File: src/rtl/dcm_ctl.sv
// dcm_ctl: DCM bring-up sequencer, lock/status supervisor and single-step
// phase-shift handshake controller. Runs on the DCM input clock (also PSCLK).
// Ports: CLK, RST_n (async, active low); DCM_RST, DCM_LOCKED, DCM_STATUS,
// DCM_PSEN, DCM_PSINCDEC, DCM_PSDONE to/from the DCM; PS_REQ/PS_INC/PS_ACK/
// PS_ERR phase-shift requester side; SYS_RST_n, READY, RETRY_CNT status.
module dcm_ctl #(
  parameter int unsigned RST_CYCLES    = 4,
  parameter int unsigned LOCK_TIMEOUT  = 50000,
  parameter int unsigned STABLE_CYCLES = 1023,
  parameter int unsigned PS_TIMEOUT    = 255
) (
  input  logic       CLK,
  input  logic       RST_n,
  output logic       DCM_RST,
  input  logic       DCM_LOCKED,
  input  logic       DCM_STATUS,
  output logic       DCM_PSEN,
  output logic       DCM_PSINCDEC,
  input  logic       DCM_PSDONE,
  input  logic       PS_REQ,
  input  logic       PS_INC,
  output logic       PS_ACK,
  output logic       PS_ERR,
  output logic       SYS_RST_n,
  output logic       READY,
  output logic [3:0] RETRY_CNT
);

  typedef enum logic [2:0] {
    S_RESET,
    S_WAIT_LOCK,
    S_STABLE,
    S_RUN,
    S_PS_WAIT
  } state_t;

  localparam logic [15:0] RST_LAST    = 16'(RST_CYCLES - 1);
  localparam logic [15:0] LOCK_LAST   = 16'(LOCK_TIMEOUT - 1);
  localparam logic [15:0] STABLE_LAST = 16'(STABLE_CYCLES - 1);
  localparam logic [15:0] PS_LAST     = 16'(PS_TIMEOUT);

  state_t      state;
  logic [15:0] cnt;
  logic        locked_m, locked_s;
  logic        status_m, status_s;
  logic        healthy;
  logic        go_reset;

  always_ff @(posedge CLK or negedge RST_n) begin
    if (!RST_n) begin
      locked_m <= 1'b0;
      locked_s <= 1'b0;
      status_m <= 1'b0;
      status_s <= 1'b0;
    end else begin
      locked_m <= DCM_LOCKED;
      locked_s <= locked_m;
      status_m <= DCM_STATUS;
      status_s <= status_m;
    end
  end

  assign healthy = locked_s & ~status_s;

  // Every non-RST_n entry to RESET funnels through this one flag so the
  // retry count and reset outputs are updated in a single place.
  always_comb begin
    go_reset = 1'b0;
    case (state)
      S_WAIT_LOCK:                go_reset = !locked_s && (cnt == LOCK_LAST);
      S_STABLE, S_RUN, S_PS_WAIT: go_reset = !healthy;
      default:                    go_reset = 1'b0;
    endcase
  end

  always_ff @(posedge CLK or negedge RST_n) begin
    if (!RST_n) begin
      state        <= S_RESET;
      cnt          <= '0;
      DCM_RST      <= 1'b1;
      SYS_RST_n    <= 1'b0;
      READY        <= 1'b0;
      DCM_PSEN     <= 1'b0;
      DCM_PSINCDEC <= 1'b0;
      PS_ACK       <= 1'b0;
      PS_ERR       <= 1'b0;
      RETRY_CNT    <= '0;
    end else begin
      DCM_PSEN <= 1'b0;
      PS_ACK   <= 1'b0;
      if (go_reset) begin
        state     <= S_RESET;
        cnt       <= '0;
        DCM_RST   <= 1'b1;
        SYS_RST_n <= 1'b0;
        READY     <= 1'b0;
        if (RETRY_CNT != '1) RETRY_CNT <= RETRY_CNT + 4'd1;
      end else begin
        case (state)
          S_RESET: begin
            if (cnt == RST_LAST) begin
              state   <= S_WAIT_LOCK;
              cnt     <= '0;
              DCM_RST <= 1'b0;
            end else begin
              cnt <= cnt + 16'd1;
            end
          end
          S_WAIT_LOCK: begin
            if (locked_s) begin
              state <= S_STABLE;
              cnt   <= '0;
            end else begin
              cnt <= cnt + 16'd1;
            end
          end
          S_STABLE: begin
            if (cnt == STABLE_LAST) begin
              state <= S_RUN;
              cnt   <= '0;
            end else begin
              cnt <= cnt + 16'd1;
            end
          end
          S_RUN: begin
            SYS_RST_n <= 1'b1;
            READY     <= 1'b1;
            // PS_ACK gates the request so a level held one cycle past the
            // acknowledge is not taken as a new shift.
            if (PS_REQ && !PS_ACK) begin
              DCM_PSEN     <= 1'b1;
              DCM_PSINCDEC <= PS_INC;
              state        <= S_PS_WAIT;
              cnt          <= '0;
            end
          end
          S_PS_WAIT: begin
            if (DCM_PSDONE) begin
              PS_ACK <= 1'b1;
              state  <= S_RUN;
            end else if (cnt == PS_LAST) begin
              PS_ERR <= 1'b1;
              PS_ACK <= 1'b1;
              state  <= S_RUN;
            end else begin
              cnt <= cnt + 16'd1;
            end
          end
          default: state <= S_RESET;
        endcase
      end
    end
  end

endmodule

File: config.mk
export PLATFORM = sky130hd
export DESIGN_NAME = dcm_ctl
export DESIGN_NICKNAME = d
export VERILOG_FILES = /design/src/rtl/dcm_ctl.sv
export SDC_FILE = /design/constraint.sdc
export NUM_CORES = 1
export LEC_CHECK = 0
export CORE_ASPECT_RATIO = 1.75
export CORE_MARGIN = 8
export CORE_UTILIZATION = 25
export DETAILED_ROUTE_END_ITERATION = 8
export PLACE_DENSITY = 0.52
export REMOVE_ABC_BUFFERS = 1
export SLEW_MARGIN = 15
export SYNTH_ARGS = -nofsm -noshare
export SYNTH_HDL_FRONTEND = slang
export SYNTH_SLANG_ARGS = --single-unit
export TNS_END_PERCENT = 1
File: constraint.sdc
create_clock -name CLK -period 2.6 [get_ports CLK]
set_clock_uncertainty 0.1 [all_clocks]
set_input_delay 0.26 -clock CLK [delete_from_list [all_inputs] [get_ports CLK]]
set_output_delay 0.26 -clock CLK [all_outputs]
set_load 0.03 [all_outputs]
==> results_dict.tcl, run 1 <==
set metrics [dict create \
    outcome "completed" \
    vias 1484 \
    crit_arrival_ns 2.44 \
    core_sq_um 7130 \
    portBuffers 17 \
    min_period_ns 2.38 \
    drive_above_1_share_pct 19.8 \
    cts_root_buf "clkbuf_16" \
    drtPass1Iterations 4 \
    netSwitchingFraction_pct 37.6 \
    crit_path_end "cnt[6]" \
    synthArstFlopShare_pct 100 \
    clkPwrFrac_pct 28.0 \
    largest_reg_flops 16 \
    viasPerCell 4.98 \
    fp.dieW_um 80.6 \
    synth_common_cells "dfrtp_1, nand2_1, nand3_1" \
    initial_utilization_pct 25.6 \
    post-cts-setup-buffers 0 \
    dpl.hpwl_um 3360 \
    syn-mean-instance-area_sq_um 10.1 \
    startpoint_type "flip-flop" \
    combPwrFrac_pct 42.4 \
    insertedDiodeCount 0 \
    fin_nets 221 \
    area_delta_synth_final_pct 27.9 \
    wire_per_inst_um 14.9 \
    synth.area.top_cells "dfrtp_1, nand3_1, nand2_1" \
    ff2ff_setup_slack_ns 0.22 \
    rows 41 \
    largest_register "cnt" \
    p_int_w 0.00151 \
    top_regs "cnt: 16 flops, RETRY_CNT: 4 flops, state: 3 flops" \
    vdd_drop_max_uv 608 \
    ant_nets 0 \
    slew_headroom_pct 71.5 \
    reg2reg_to "cnt[6]" \
    rsz0062_at_grt "false" \
    synth.distinct_cells 49 \
    clock_sinks 33 \
    netlist_area_sq_um 1820 \
    cts_max_path_buffers 2 \
    required_ns 2.66 \
    timing.final.max_slew_violations 0 \
    synthFlopType "dfrtp_1" \
    yosys_warnings 0 \
    grt_pass1_vias 1567 \
    crit_path_max_fanout 14 \
    holdBufCountCts 0 \
    yosysMostFrequentCell "dfrtp_1" \
    final-setup-viol-count 0 \
    htree_levels 2 \
    switchingPower_w 0.000907 \
    leakagePower_nw 0.946 \
    place.gp.congestion 0.780 \
    path_class "reg2reg" \
    die_area_sq_um 10400 \
    fmax_ghz 0.420 \
    detailedRoute.firstIterationViolations 61 \
    finalCritPeriodShare_pct 91.6 \
    crit_start "cnt[0]" \
    synth_top_cell_by_area "dfrtp_1" \
    worst_slew_pin_slew_ns 0.428 \
    synth_edf_count 0 \
    yosysTopAreaCellShare_pct 43.9 \
    path_clk_slew_ns 0.05 \
    ys_seq_elements 33 \
    endpoint_kind "flip-flop" \
    cts_tree "done" \
    reg2reg_depth 7 \
    grt-ovfl-total 0 \
    placed_area_sq_um 2150 \
    holdPathStages 0 \
    cts_made_buffers 5 \
    ios 18 \
    wl_um 4450 \
    drc 0 \
    p_per_area_nw_per_um2 1030 \
    worstHoldPathType "reg2reg" \
    max_cap_viol_count 0 \
    die_y_um 129 \
    track_usage_pct 9.24 \
    post_synth_inst_count 181 \
    hold_viol_final 0 \
    ys_seq_area_share_pct 45.4 \
    fin_area_sq_um 2330 \
    fin_setup_tns_ns 0 \
    grt_pass1_wl_um 7410 \
    timing.rr.start "cnt[0]" \
    power_frac_seq_pct 29.6 \
    clock_latency_ns 0.28 \
    grt_max_degree 34 \
    antenna_found_initial 0 \
]
-- power groups by stage --
stage	clock network [W]	logic [W]	registers, W
final	0.000676	0.00102	0.000713
after global routing	0.000722	0.00112	0.000728
after CTS	0.000696	0.00104	0.000713
after detailed placement	0	0.00104	0.000722
after global placement	0	0.00103	0.000718
after floorplan	0	0.000485	0.000826
-- how the worst min path moves through the flow --
stage                        start        to
after floorplan              RST_n  DCM_PSEN
after global routing      locked_m  locked_s
after detailed placement  locked_m  locked_s
after global placement    locked_m  locked_s
final                     locked_m  locked_s
after CTS                 locked_m  locked_s
-- kinds of logic (layout without fill, tap and decap cells) --
| group | Yosys count | in the layout | share of synthesized area, % |
|---|---|---|---|
| multiplexers | 4 | 4 | 2.33 |
| AND/OR/NAND/NOR | 82 | 82 | 25.4 |
| adder cells (fa/ha/maj) | 3 | 3 | 2.06 |
| buffers and inverters | 12 | 43 | 3.84 |
| flip-flops | 33 | 33 | 45.4 |
| XOR/XNOR | 2 | 2 | 0.961 |
| AO/OA/AOI/OAI | 45 | 45 | 20.0 |
-- cells in the final DEF (no fill, tap or decap), types with 2 or more instances in the layout --
master / n
a21oi_1: 10
mux2i_1: 2
nand2b_1: 4
nand3_1: 17
o311ai_0: 2
ha_1: 3
nor3_1: 2
or3_1: 2
and3_1: 5
o21ai_0: 11
a2bb2oi_1: 4
mux2_2: 2
dfrtp_1: 32
clkdlybuf4s50_1: 17
nand2_1: 20
inv_1: 3
o311ai_1: 2
xnor2_1: 2
nor4b_1: 2
o31ai_2: 4
clkbuf_16: 5
buf_4: 15
nor4_1: 2
nor2b_1: 3
nor2_1: 10
nand4_1: 5
-- per-layer routing --
metal / GRT usage (%) / part of all wire (%) / wire length, um / vias up
met3: 2.03 / 1.5 / 67 / 4
met2: 17.5 / 58 / 2580 / 15
met5: 0 / 0 / 0 / -
met4: 5.17 / 1.5 / 68 / 0
met1: 8.64 / 39 / 1730 / 729
li1: - / - / - / 736
-- through the flow --
stage | hold WS [ns] | util [%] | setup WS [ns] | total power (W) | cells
final | 0.248 | 32.7 | 0.218 | 0.00241 | 298
after global routing | 0.264 | 32.7 | 0.00625 | 0.00257 | 298
after CTS | 0.252 | 32.6 | 0.150 | 0.00245 | 298
after detailed placement | 0.239 | 30.2 | 0.174 | 0.00176 | 290
after global placement | 0.234 | 30.2 | 0.265 | 0.00175 | 290
after floorplan | -0.136 | - | 0.389 | 0.00131 | 172
-- worst max-delay path, stage by stage (launching register included) --
cell      delay [ns]
dfrtp_1         0.41
ha_1            0.26
and3_1          0.22
and2_1          0.23
a31oi_2         0.24
o211a_1         0.28
nand2_4         0.16
o311ai_0        0.34
-- layout make-up --
cell class	instances	area, sq um
Tap cell	86	108
Fill cell	739	4800
Multi-Input combinational cell	136	932
Sequential cell	33	827
Timing Repair Buffer	32	283
Clock inverter	3	46.3
Inverter	3	11.3
Clock buffer	5	125
-- timing repair --
item	4_1_cts	5_1_grt
hold endpoints to repair	0	0
endpoints found under the setup margin	0	2
resized for setup	0	1
(Power assumes the default switching activity.)
==> run 2: changes to the inputs <==
RECOVER_POWER = 50   (was not set)
==> results_dict.tcl, run 2 (synthesized netlist as in run 1, its figures left out) <==
set metrics [dict create \
    clock_sinks 33 \
    timing.final.max_slew_violations 34 \
    track_usage_pct 9.24 \
    die_area_sq_um 10400 \
    clock_latency_ns 0.28 \
    drive_above_1_share_pct 19.3 \
    worst_hold_slack_ns 0.248 \
    worst_slew_pin_slew_ns 1.80 \
    mostFrequentLayoutCells "dfrtp_1, nand2_1, nand3_1, clkdlybuf4s50_1, buf_4" \
    die_y_um 129 \
    rows 41 \
    violations "capacitance limit, slew limit" \
    min_period_ns 2.38 \
    cts_made_buffers 5 \
    place.gp.congestion 0.780 \
    startpoint_type "flip-flop" \
    final-setup-viol-count 0 \
    vdd_drop_max_uv 608 \
    ant_nets 0 \
    fin_nets 221 \
    fin_area_sq_um 2330 \
    crit_path_max_fanout 14 \
    cts_tree "done" \
    slew_headroom_pct -19.9 \
    detailedRoute.firstIterationViolations 61 \
    worstHoldPathType "reg2reg" \
    grt_max_degree 34 \
    largest_reg_flops 16 \
    finalCritPeriodShare_pct 91.6 \
    wl_um 4450 \
    cts_max_path_buffers 2 \
    core_sq_um 7130 \
    endpoint_kind "flip-flop" \
    path_class "reg2reg" \
    dpl.hpwl_um 3360 \
    max_cap_viol_count 1 \
    portBuffers 17 \
    antenna_found_initial 0 \
    area_delta_synth_final_pct 27.7 \
    fp.dieW_um 80.6 \
    holdBufCountCts 0 \
    hold_viol_final 0 \
    rsz0062_at_grt "false" \
    top_regs "cnt: 16 flops, RETRY_CNT: 4 flops, state: 3 flops" \
    fmax_ghz 0.420 \
    num-fill-cells 739 \
    grt_pass1_vias 1567 \
    grt_pass1_wl_um 7410 \
    cts.repair.resized 0 \
    outcome "complete, but fails checks" \
    drc 0 \
    mostFrequentLayoutCell "dfrtp_1" \
    p_per_area_nw_per_um2 1040 \
    htree_levels 2 \
    drtPass1Iterations 4 \
    viasPerCell 4.98 \
    post-cts-setup-buffers 0 \
    insertedDiodeCount 0 \
    required_ns 2.66 \
    largest_register "cnt" \
    grt-ovfl-total 0 \
    leakagePower_nw 0.946 \
    crit_arrival_ns 2.44 \
    path_clk_slew_ns 0.05 \
    initial_utilization_pct 25.6 \
    fin_setup_tns_ns 0 \
    cts_root_buf "clkbuf_16" \
    vias 1484 \
    wire_per_inst_um 14.9 \
    placed_area_sq_um 2150 \
    ios 18 \
]
==> run 2: changes by cell type in the layout (fill, tap and decap cells not counted) <==
cell / change
buf_4: -1
clkbuf_1: +1
clkdlybuf4s50_1: -3
dlygate4sd3_1: +3
==> run 2: critical path, stage by stage, from the launching register on <==
cell      delay, ns
dfrtp_1        0.41
ha_1           0.26
and3_1         0.22
and2_1         0.23
a31oi_2        0.24
o211a_1        0.28
nand2_4        0.16
o311ai_0       0.34
==> run 2: metrics by stage <==
stage,cells,setup slack [ns],util (%),power (W)
floorplan,172,0.389,-,0.00131
global placement,290,0.265,30.2,0.00175
detailed placement,290,0.174,30.2,0.00176
CTS,298,0.150,32.6,0.00245
global route,298,0.00625,32.7,0.00256
finish,298,0.218,32.7,0.00241
==> run 2: layout make-up <==
type / instances / area (sq um) / area share, %
clock buffer: 5 / 125 / 5.37
clock inverter: 3 / 46.3 / 1.99
sequential: 33 / 827 / 35.5
timing repair buffer: 32 / 279 / 12.0
multi-input combinational: 136 / 932 / 40.0
inverter: 3 / 11.3 / 0.484
tap: 86 / 108 / 4.62
==> run 2: path summary, 6_finish.rpt <==
path,endpoint,startpoint,cells after the start,slack (ns)
setup / recovery,cnt[6],cnt[0],7,0.22
hold / removal,locked_s,locked_m,0,0.25
setup reg to reg,cnt[6],cnt[0],7,0.22
hold reg to reg,locked_s,locked_m,0,0.25
max in group asynchronous,cnt[0],RST_n,2,0.52
min in group asynchronous,cnt[12],RST_n,2,0.83
==> run 2: metal layers <==
metal  vias up  GRT usage (%)  part of all wire, %
met2        15           17.5                   58
met5         -              0                    0
li1        736              -                    -
met3         4           2.03                  1.5
met1       729           8.64                   39
met4         0           5.17                  1.5
==> run 2: report_power, final <==
group,internal [W],switching (W)
Combinational,0.000441,0.000581
Sequential,0.000611,0.000102
Clock,0.000453,0.000224
